File: config.mk
export PLATFORM = sky130hd
export DESIGN_NAME = uart_tx_flat
export DESIGN_NICKNAME = d
export VERILOG_FILES = /design/src/rtl/uart_tx_if.sv /design/src/rtl/uart_tx.sv /design/src/flat_wrapper.sv
export SDC_FILE = /design/constraint.sdc
export NUM_CORES = 1
export LEC_CHECK = 0
export BUFFER_PORTS_ARGS = -buffer_cell sky130_fd_sc_hd__buf_4
export CAP_MARGIN = 40
export CORE_ASPECT_RATIO = 0.75
export CORE_MARGIN = 10
export CORE_UTILIZATION = 45
export CTS_CLUSTER_SIZE = 40
export DETAILED_ROUTE_END_ITERATION = 8
export RECOVER_POWER = 25
export SYNTH_ARGS = -nofsm -noshare
export SYNTH_HDL_FRONTEND = slang
export SYNTH_SLANG_ARGS = --single-unit
File: constraint.sdc
create_clock -name clk16x -period 2.5 [get_ports clk16x]
set_clock_uncertainty 0.05 [all_clocks]
set_input_delay 0.25 -clock clk16x [delete_from_list [all_inputs] [get_ports clk16x]]
set_output_delay 0.25 -clock clk16x [all_outputs]
set_load 0.01 [all_outputs]
File: src/rtl/uart_tx_if.sv
// CPU-side bus of the UART transmitter.
//   wrn      active-low write strobe; a byte is taken on each falling edge
//   d_in     byte to send, sampled together with the write
//   ovr_clr  synchronous clear of the sticky overrun flag
//   txd      serial line, idle high
//   t_empty  FIFO empty and no frame in progress
//   t_full   FIFO holds its full depth of bytes
//   t_busy   frame in progress
//   overrun  sticky: a write was dropped because the FIFO was full
interface uart_tx_if;
  logic       wrn;
  logic [7:0] d_in;
  logic       ovr_clr;
  logic       txd;
  logic       t_empty;
  logic       t_full;
  logic       t_busy;
  logic       overrun;

  modport master (
    output wrn, d_in, ovr_clr,
    input  txd, t_empty, t_full, t_busy, overrun
  );

  modport slave (
    input  wrn, d_in, ovr_clr,
    output txd, t_empty, t_full, t_busy, overrun
  );
endinterface

File: src/rtl/uart_tx.sv
// UART transmitter: CPU writes bytes into a small FIFO, each byte is sent as an
// 11-bit frame (start 0, 8 data bits LSB first, even parity, stop 1), 16 clocks per bit.
//   clk16x  16x bit-rate clock, sole clock
//   clr     synchronous active-high reset (aborts any frame, flushes FIFO)
//   bus     uart_tx_if.slave: wrn/d_in/ovr_clr in; txd and status flags out, all registered
module uart_tx #(
  parameter int unsigned DEPTH_LOG2 = 2
) (
  input  logic     clk16x,
  input  logic     clr,
  uart_tx_if.slave bus
);

  localparam int unsigned Depth = 2 ** DEPTH_LOG2;
  localparam logic [DEPTH_LOG2:0] CountFull = {1'b1, {DEPTH_LOG2{1'b0}}};

  typedef enum logic [0:0] {StIdle, StShift} state_e;

  logic [7:0]            fifo_mem [Depth];
  logic [DEPTH_LOG2-1:0] rd_ptr_q, wr_ptr_q;
  logic [DEPTH_LOG2:0]   count_q, count_d;
  state_e                state_q;
  logic [3:0]            phase_q, bit_q;
  logic [10:0]           shift_q;
  logic                  wrn_q;
  logic                  txd_q, busy_q, empty_q, full_q, overrun_q;

  logic       wr_edge, wr_accept, wr_drop, frame_done, pop, busy_d;
  logic [7:0] head;

  always_comb begin
    wr_edge    = wrn_q & ~bus.wrn;
    // Full check uses the count before any same-edge pop.
    wr_accept  = wr_edge && (count_q != CountFull);
    wr_drop    = wr_edge && (count_q == CountFull);
    frame_done = (state_q == StShift) && (phase_q == 4'd15) && (bit_q == 4'd10);
    pop        = (count_q != '0) && ((state_q == StIdle) || frame_done);
    busy_d     = ((state_q == StShift) && !frame_done) || pop;
    head       = fifo_mem[rd_ptr_q];
    count_d    = count_q;
    if (wr_accept && !pop) begin
      count_d = count_q + 1'b1;
    end else if (!wr_accept && pop) begin
      count_d = count_q - 1'b1;
    end
  end

  always_ff @(posedge clk16x) begin
    if (!clr && wr_accept) begin
      fifo_mem[wr_ptr_q] <= bus.d_in;
    end
  end

  always_ff @(posedge clk16x) begin
    if (clr) begin
      wrn_q     <= 1'b1;
      rd_ptr_q  <= '0;
      wr_ptr_q  <= '0;
      count_q   <= '0;
      state_q   <= StIdle;
      phase_q   <= '0;
      bit_q     <= '0;
      shift_q   <= '1;
      txd_q     <= 1'b1;
      busy_q    <= 1'b0;
      empty_q   <= 1'b1;
      full_q    <= 1'b0;
      overrun_q <= 1'b0;
    end else begin
      wrn_q   <= bus.wrn;
      count_q <= count_d;
      if (wr_accept) wr_ptr_q <= wr_ptr_q + 1'b1;
      if (pop)       rd_ptr_q <= rd_ptr_q + 1'b1;

      // Set wins over clear on the same edge.
      if (wr_drop) begin
        overrun_q <= 1'b1;
      end else if (bus.ovr_clr) begin
        overrun_q <= 1'b0;
      end

      full_q  <= (count_d == CountFull);
      empty_q <= (count_d == '0) && !busy_d;
      busy_q  <= busy_d;

      case (state_q)
        StIdle: begin
          txd_q <= 1'b1;
          if (pop) begin
            shift_q <= {1'b1, ^head, head, 1'b0};
            txd_q   <= 1'b0;
            phase_q <= '0;
            bit_q   <= '0;
            state_q <= StShift;
          end
        end
        StShift: begin
          if (phase_q == 4'd15) begin
            phase_q <= '0;
            if (bit_q == 4'd10) begin
              // Stop bit done: chain straight into the next frame if one is queued.
              if (pop) begin
                shift_q <= {1'b1, ^head, head, 1'b0};
                txd_q   <= 1'b0;
                bit_q   <= '0;
              end else begin
                txd_q   <= 1'b1;
                state_q <= StIdle;
              end
            end else begin
              shift_q <= {1'b1, shift_q[10:1]};
              txd_q   <= shift_q[1];
              bit_q   <= bit_q + 4'd1;
            end
          end else begin
            phase_q <= phase_q + 4'd1;
          end
        end
        default: state_q <= StIdle;
      endcase
    end
  end

  assign bus.txd     = txd_q;
  assign bus.t_empty = empty_q;
  assign bus.t_full  = full_q;
  assign bus.t_busy  = busy_q;
  assign bus.overrun = overrun_q;

endmodule

File: src/flat_wrapper.sv
// flat-port wrapper written by rule: the top's interface ports become plain ports
module uart_tx_flat 
#(
  parameter int unsigned DEPTH_LOG2 = 2
)
  (clk16x, clr, bus_wrn, bus_d_in, bus_ovr_clr, bus_txd, bus_t_empty, bus_t_full, bus_t_busy, bus_overrun);
  uart_tx_if bus_i ();
  input  logic clk16x;
  input  logic clr;
  input wire logic [$bits(bus_i.wrn)-1:0] bus_wrn;
  input wire logic [$bits(bus_i.d_in)-1:0] bus_d_in;
  input wire logic [$bits(bus_i.ovr_clr)-1:0] bus_ovr_clr;
  output wire logic [$bits(bus_i.txd)-1:0] bus_txd;
  output wire logic [$bits(bus_i.t_empty)-1:0] bus_t_empty;
  output wire logic [$bits(bus_i.t_full)-1:0] bus_t_full;
  output wire logic [$bits(bus_i.t_busy)-1:0] bus_t_busy;
  output wire logic [$bits(bus_i.overrun)-1:0] bus_overrun;
  assign bus_i.wrn = bus_wrn;
  assign bus_i.d_in = bus_d_in;
  assign bus_i.ovr_clr = bus_ovr_clr;
  assign bus_txd = bus_i.txd;
  assign bus_t_empty = bus_i.t_empty;
  assign bus_t_full = bus_i.t_full;
  assign bus_t_busy = bus_i.t_busy;
  assign bus_overrun = bus_i.overrun;
  uart_tx #(.DEPTH_LOG2(DEPTH_LOG2)) u_core (.clk16x(clk16x), .clr(clr), .bus(bus_i));
endmodule
Word-level counts from Yosys, hierarchy flattened
Memory sizes are Yosys's and may differ from the RTL's. A register that Yosys moved wholly into a read port is not among the register bits.
Cells that the tools add are included.
{"block": "totals", "ff_bits": 33, "ramBits": 32, "wordCells": 78, "memories": 1}
{"block": "classes", "addsub": 6, "n_eq_ne": 7, "mux": 27, "bitwise": 3, "n_reduce_logical": 21}
{"name": "u_core.fifo_mem", "words": 4, "width": 8, "rd": 1, "rd_clocked_by_memory_dff": 1, "write_ports": 1, "line_no": "uart_tx.sv:19", "source": "logic [7:0] fifo_mem [Depth];"}
{"operator": "2-to-1 mux 11 bit", "count": 3}
{"operator": "case mux 11 bit (2 select lines)", "count": 1}
{"operator": "2-to-1 mux 4 bit", "count": 5}
{"operator": "case mux 4 bit (2 select lines)", "count": 2}
{"operator": "logical AND 1 bit", "count": 10}
{"operator": "2-to-1 mux 1 bit", "count": 10}
{"operator": "adder 4 x 1 -> 4 bit (second input constant)", "count": 2}
{"operator": "equality test 4 bit (second input constant)", "count": 2}
{"operator": "XOR reduction 8 bit", "count": 1}
{"operator": "equality test 3 bit (second input constant)", "count": 2}
{"operator": "2-to-1 mux 3 bit", "count": 2}
{"operator": "zero test 1 bit", "count": 5}
{"operator": "adder 2 x 1 -> 2 bit (second input constant)", "count": 2}
{"operator": "2-to-1 mux 2 bit", "count": 2}
{"operator": "case mux 1 bit (2 select lines)", "count": 2}
{"operator": "adder 3 x 1 -> 3 bit (second input constant)", "count": 1}
{"operator": "zero test 3 bit", "count": 1}
{"operator": "inequality test 3 bit (second input constant)", "count": 1}
{"operator": "nonzero test 3 bit", "count": 1}
{"operator": "subtractor 3 x 1 -> 3 bit (second input constant)", "count": 1}
{"operator": "logical OR 1 bit", "count": 2}
{"operator": "inequality test 2 x 1 -> 1 bit (second input constant)", "count": 1}
{"operator": "inequality test 2 bit (second input constant)", "count": 1}
{"operator": "inverter 1 bit", "count": 2}
{"operator": "2 further kinds", "count": 2}

Depth between registers and ports, before layout
{"block": "logic_depth", "ltp_word": 10, "ltp_mapped": 9, "mapped_depth_nobuf": 8}

Worst setup path after synthesis
No wires, ideal clock.
{"block": "synth_path", "path_kind": "register to register", "start": "register u_core.phase_q[0]", "end": "register u_core.empty_q (netlist: u_core.bus.t_empty)", "setup_time_ps": 115, "arrival_time_ps": 1727, "required_time_ps": 2335, "slack_ps": 607, "stages_incl_launch_ff": 8, "n_path_buf": 0, "period_less_slack_ps": 1893, "path_cell_list": "dfxtp_1 > ha_1 > nand3_2 > o21a_4 > nor2_8 > xnor2_1 > a311o_1 > a31o_1"}
{"block": "synth_via", "elab_chain_cells": 10}
{"item": "start, declared", "line_no": "uart_tx.sv:23", "source": "logic [3:0] phase_q, bit_q;"}
{"item": "start signal, assigned", "line_no": "uart_tx.sv:116", "source": "phase_q <= phase_q + 4'd1;"}
{"item": "equality test 4 bit (*)", "line_no": "uart_tx.sv:36", "source": "frame_done = (state_q == StShift) && (phase_q == 4'd15) && (bit_q == 4'd10);"}
{"item": "logical AND 1 bit (*) (2 in a row)", "line_no": "uart_tx.sv:36"}
{"item": "logical OR 1 bit", "line_no": "uart_tx.sv:37", "source": "pop = (count_q != '0) && ((state_q == StIdle) || frame_done);"}
{"item": "logical AND 1 bit", "line_no": "uart_tx.sv:37"}
{"item": "logical AND 1 bit or zero test 1 bit (tied branches)", "line_no": "uart_tx.sv:43, uart_tx.sv:41"}
{"item": "2-to-1 mux 3 bit or logical AND 1 bit (tied branches)", "line_no": "uart_tx.sv:43, uart_tx.sv:41"}
{"item": "2-to-1 mux 3 bit", "line_no": "uart_tx.sv:41", "source": "if (wr_accept && !pop) begin"}
{"item": "zero test 3 bit", "line_no": "uart_tx.sv:83", "source": "empty_q <= (count_d == '0) && !busy_d;"}
{"item": "logical AND 1 bit (*)", "line_no": "uart_tx.sv:83"}
{"item": "end signal, assigned", "line_no": "uart_tx.sv:83"}
{"item": "end, declared", "line_no": "uart_tx.sv:26", "source": "logic txd_q, busy_q, empty_q, full_q, overrun_q;"}
Mark *: on every way between the ends. The rest lies on a longest branch, timed or not.
A chain may end at the register's enable or synchronous reset.

Final worst setup path
Ends and elaborated chain as after synthesis.

==> impl_metrics.prom <==
# TYPE chip_impl_metric gauge
chip_impl_info{name="synth_largest_area_cell",value="edfxtp_1"} 1
chip_impl_metric{name="start_util",unit=""} 0.471
chip_impl_metric{name="grt_util_all_layers",unit=""} 0.105
chip_impl_metric{name="drt-initial-drc-count",unit=""} 71
chip_impl_metric{name="place.gp.congestion",unit=""} 0.754
chip_impl_metric{name="finish.net_count",unit=""} 270
chip_impl_metric{name="finalMaxSlewViolations",unit=""} 0
chip_impl_metric{name="yosys_warnings",unit=""} 0
chip_impl_metric{name="number_of_global_route_vias_before_repair",unit=""} 1634
chip_impl_metric{name="drive_gt1_frac",unit=""} 0.158
chip_impl_info{name="outcome",value="finished, final reports clean"} 1
chip_impl_metric{name="placement_rows",unit=""} 24
chip_impl_metric{name="postRouteAntennaNets",unit=""} 0
chip_impl_metric{name="detail_route.wl_per_cell",unit="um"} 14.5
chip_impl_info{name="clock_tree_from_tritoncts",value="built"} 1
chip_impl_info{name="cts_root_buffer",value="clkbuf_8"} 1
chip_impl_info{name="holdCritPathClass",value="primary input to register"} 1
chip_impl_metric{name="placement.io_buffers",unit=""} 16
chip_impl_metric{name="crit_path_max_cell_delay",unit="ps"} 390
chip_impl_metric{name="cts_resized",unit=""} 0
chip_impl_metric{name="timing.slew.headroom",unit=""} 0.710
chip_impl_metric{name="ctsHoldBuffers",unit=""} 0
chip_impl_metric{name="power_density",unit="mW/mm2"} 1080
chip_impl_metric{name="remaining_drc_errors",unit=""} 0
chip_impl_metric{name="worstPathArrival",unit="ps"} 2330
chip_impl_metric{name="final-hold-violation-count",unit=""} 0
chip_impl_info{name="cpMaxStageDelayCell",value="dfxtp_1"} 1
chip_impl_metric{name="cts_buffers",unit=""} 9
chip_impl_metric{name="syn-cell-area",unit="mm2"} 0.00279
chip_impl_metric{name="number_of_enable_type_register_cells_in_the_synthesized_netlist",unit=""} 32
chip_impl_info{name="path_cells",value="ha_1 > nand3_2 > o21a_4 > nor2_8 > xnor2_1 > a311o_1 > a31o_1"} 1
chip_impl_metric{name="vias",unit=""} 1709
chip_impl_info{name="yosys_most_used_dff",value="dfxtp_1"} 1
chip_impl_metric{name="grt_max_degree",unit=""} 34
chip_impl_metric{name="final_core_util",unit=""} 0.533
chip_impl_metric{name="floorplan.die.width",unit="um"} 111
chip_impl_metric{name="synthesis.area_per_instance",unit="um2"} 12.1
chip_impl_metric{name="vdd.ir_drop.worst",unit="V"} 0.000466
chip_impl_metric{name="drtPass1Iterations",unit=""} 4
chip_impl_metric{name="areaGrowthSynthToFinish",unit="%"} 13.1
chip_impl_metric{name="timing_worst_slew_pin_value",unit="ps"} 434
chip_impl_metric{name="ys_seq_elements",unit=""} 66
chip_impl_metric{name="synth_top_area_frac",unit=""} 0.345
chip_impl_metric{name="totalWireLength",unit="um"} 4810
chip_impl_metric{name="die_area",unit="mm2"} 0.00977
chip_impl_metric{name="cp_max_fo",unit=""} 18
chip_impl_metric{name="postSynthNetCount",unit=""} 252
chip_impl_metric{name="final.min_clock_period",unit="ps"} 2140
chip_impl_metric{name="post_synthesis_async_set_or_reset_flop_share",unit=""} 0
chip_impl_info{name="worst_setup_sp_type",value="register"} 1
chip_impl_metric{name="p_leak",unit="nW"} 1.18
chip_impl_info{name="worstSetupEndpointType",value="register"} 1
chip_impl_info{name="mostFrequentLayoutCell",value="nand2_1"} 1
chip_impl_metric{name="highest_clock_rate",unit="MHz"} 467
chip_impl_metric{name="dp.final_hpwl",unit="um"} 3380
chip_impl_metric{name="max_cap_viol_count",unit=""} 0
chip_impl_metric{name="core",unit="mm2"} 0.00592
chip_impl_info{name="synth_top_cells_by_area",value="edfxtp_1 (34%), dfxtp_1 (24%), mux4_2 (6.5%), nand2_1 (5.1%), ha_1 (4.5%)"} 1
chip_impl_info{name="setup.worst_path.class",value="register to register"} 1
chip_impl_metric{name="grt_overflow_total",unit=""} 0
chip_impl_metric{name="die-height",unit="um"} 88.1
chip_impl_metric{name="grt_pass1_wl",unit="um"} 8050
chip_impl_metric{name="cts_max_path_buffers",unit=""} 2
chip_impl_metric{name="data_required_time_at_the_worst_endpoint",unit="ps"} 2690
chip_impl_metric{name="sequential_element_share_of_the_synthesized_area",unit=""} 0.589
chip_impl_metric{name="cts_htree_levels",unit=""} 3
chip_impl_metric{name="clkSinkCount",unit=""} 66
chip_impl_metric{name="period_share",unit=""} 0.857
chip_impl_metric{name="tns",unit="ps"} 0
chip_impl_metric{name="post_cts.repair.setup_buffers",unit=""} 0
chip_impl_metric{name="avgViaCountPerCell",unit=""} 5.16
chip_impl_metric{name="setup_viol",unit=""} 0
chip_impl_metric{name="cts.reportedPaths.clkPinSlew",unit="ps"} 70
chip_impl_metric{name="io_pins",unit=""} 17
chip_impl_metric{name="post_synth_inst_count",unit=""} 230
chip_impl_metric{name="synth_cell_types",unit=""} 41
chip_impl_metric{name="antenna_cells_inserted",unit=""} 0
chip_impl_info{name="highest_count_cells_in_the_layout_ignoring_fill_and_taps",value="nand2_1 (38), dfxtp_1 (34), edfxtp_1 (32)"} 1
chip_impl_metric{name="number_of_antenna_violations_at_the_first_check_in_global_routing",unit=""} 0
chip_impl_metric{name="clk-insertion-delay-late",unit="ps"} 340
chip_impl_info{name="rsz0062_at_grt",value="false"} 1
## critical path, delay by kind of cell (launching register included)
family	cells	cell delay [ps]
simple gates	2	360
xor+xnor	1	150
compound gates	3	850
flops	1	390
fa+ha+maj	1	240
## final timing paths
| check | to | from | slack (ps) | cells past startpoint |
|---|---|---|---|---|
| min reg2reg | u_core.shift_q[10] | u_core.shift_q[10] | 410 | 2 |
| max reg2reg | u_core.bus.t_empty | u_core.phase_q[0] | 360 | 7 |
| min | u_core.wrn_q | bus_wrn | 60 | 2 |
| max | u_core.bus.t_empty | u_core.phase_q[0] | 360 | 7 |
## cells in the mapped netlist, drive strengths merged (2+ instances only)
| master | count |
|---|---|
| mux4 | 8 |
| nor3b | 2 |
| dfxtp | 34 |
| a221oi | 10 |
| buf | 2 |
| and2 | 5 |
| nor3 | 2 |
| inv | 7 |
| nand3b | 2 |
| a22oi | 2 |
| xnor2 | 11 |
| mux2i | 2 |
| xor2 | 2 |
| o21ai | 2 |
| edfxtp | 32 |
| nor2 | 23 |
| ha | 10 |
| clkbuf | 9 |
| nor2b | 2 |
| a21oi | 6 |
| nand3 | 3 |
| nand2 | 38 |
## where the power goes
| group | internal [W] | total (W) | switching [W] | leakage [nW] |
|---|---|---|---|---|
| combinational | 0.000485 | 0.00107 | 0.000588 | 0.524 |
| clock | 0.000464 | 0.000888 | 0.000424 | 0.0881 |
| sequential | 0.00131 | 0.00143 | 0.000122 | 0.570 |
| total | 0.00226 | 0.00339 | 0.00113 | 1.18 |
## stage by stage
stage                     setup WS [ps]  power (W)  hold slack, ps  cells  area (um2)
after detailed placement            370    0.00253             397    315        2980
after CTS                           352    0.00343            41.1    331        3180
after global placement              422    0.00253             386    315        2980
after floorplan                     607    0.00230             299    230        2790
final                               358    0.00339            62.7    331        3150
after global routing                233    0.00362            27.9    331        3150
## flip-flops by register name, summed over array words and instances, names as in the netlist, 2 cells and up, named ones only
register,flops
u_core.rd_ptr_q,2
u_core.shift_q,10
u_core.fifo_mem,32
u_core.phase_q,4
u_core.wr_ptr_q,2
u_core.bit_q,4
u_core.count_q,3
## routing by layer
metal | vias to the layer above | part of all wire | GRT usage
li1 | 855 | - | -
met3 | 4 | 0.046 | 0.0499
met5 | - | 0 | 0
met1 | 813 | 0.52 | 0.137
met2 | 37 | 0.42 | 0.147
met4 | 0 | 0.0089 | 0.0389
## logic make-up after synthesis
logic type | Yosys count | synth area share
buf+inv | 18 | 0.0251
fa+ha+maj | 11 | 0.0485
flops | 66 | 0.589
mux | 10 | 0.0718
simple gates | 83 | 0.145
xor+xnor | 13 | 0.0409
compound gates | 29 | 0.0799
## area by class of cell
| type | count | area [um2] |
|---|---|---|
| repair buffers | 18 | 109 |
| well taps | 78 | 97.6 |
| flip-flops and latches | 66 | 1640 |
| fillers | 526 | 2770 |
| inverters | 7 | 26.3 |
| clock buffers | 9 | 124 |
| clock inverters | 7 | 77.6 |
| multi-input cells | 146 | 1070 |
Power figures use the tool's default switching activity.
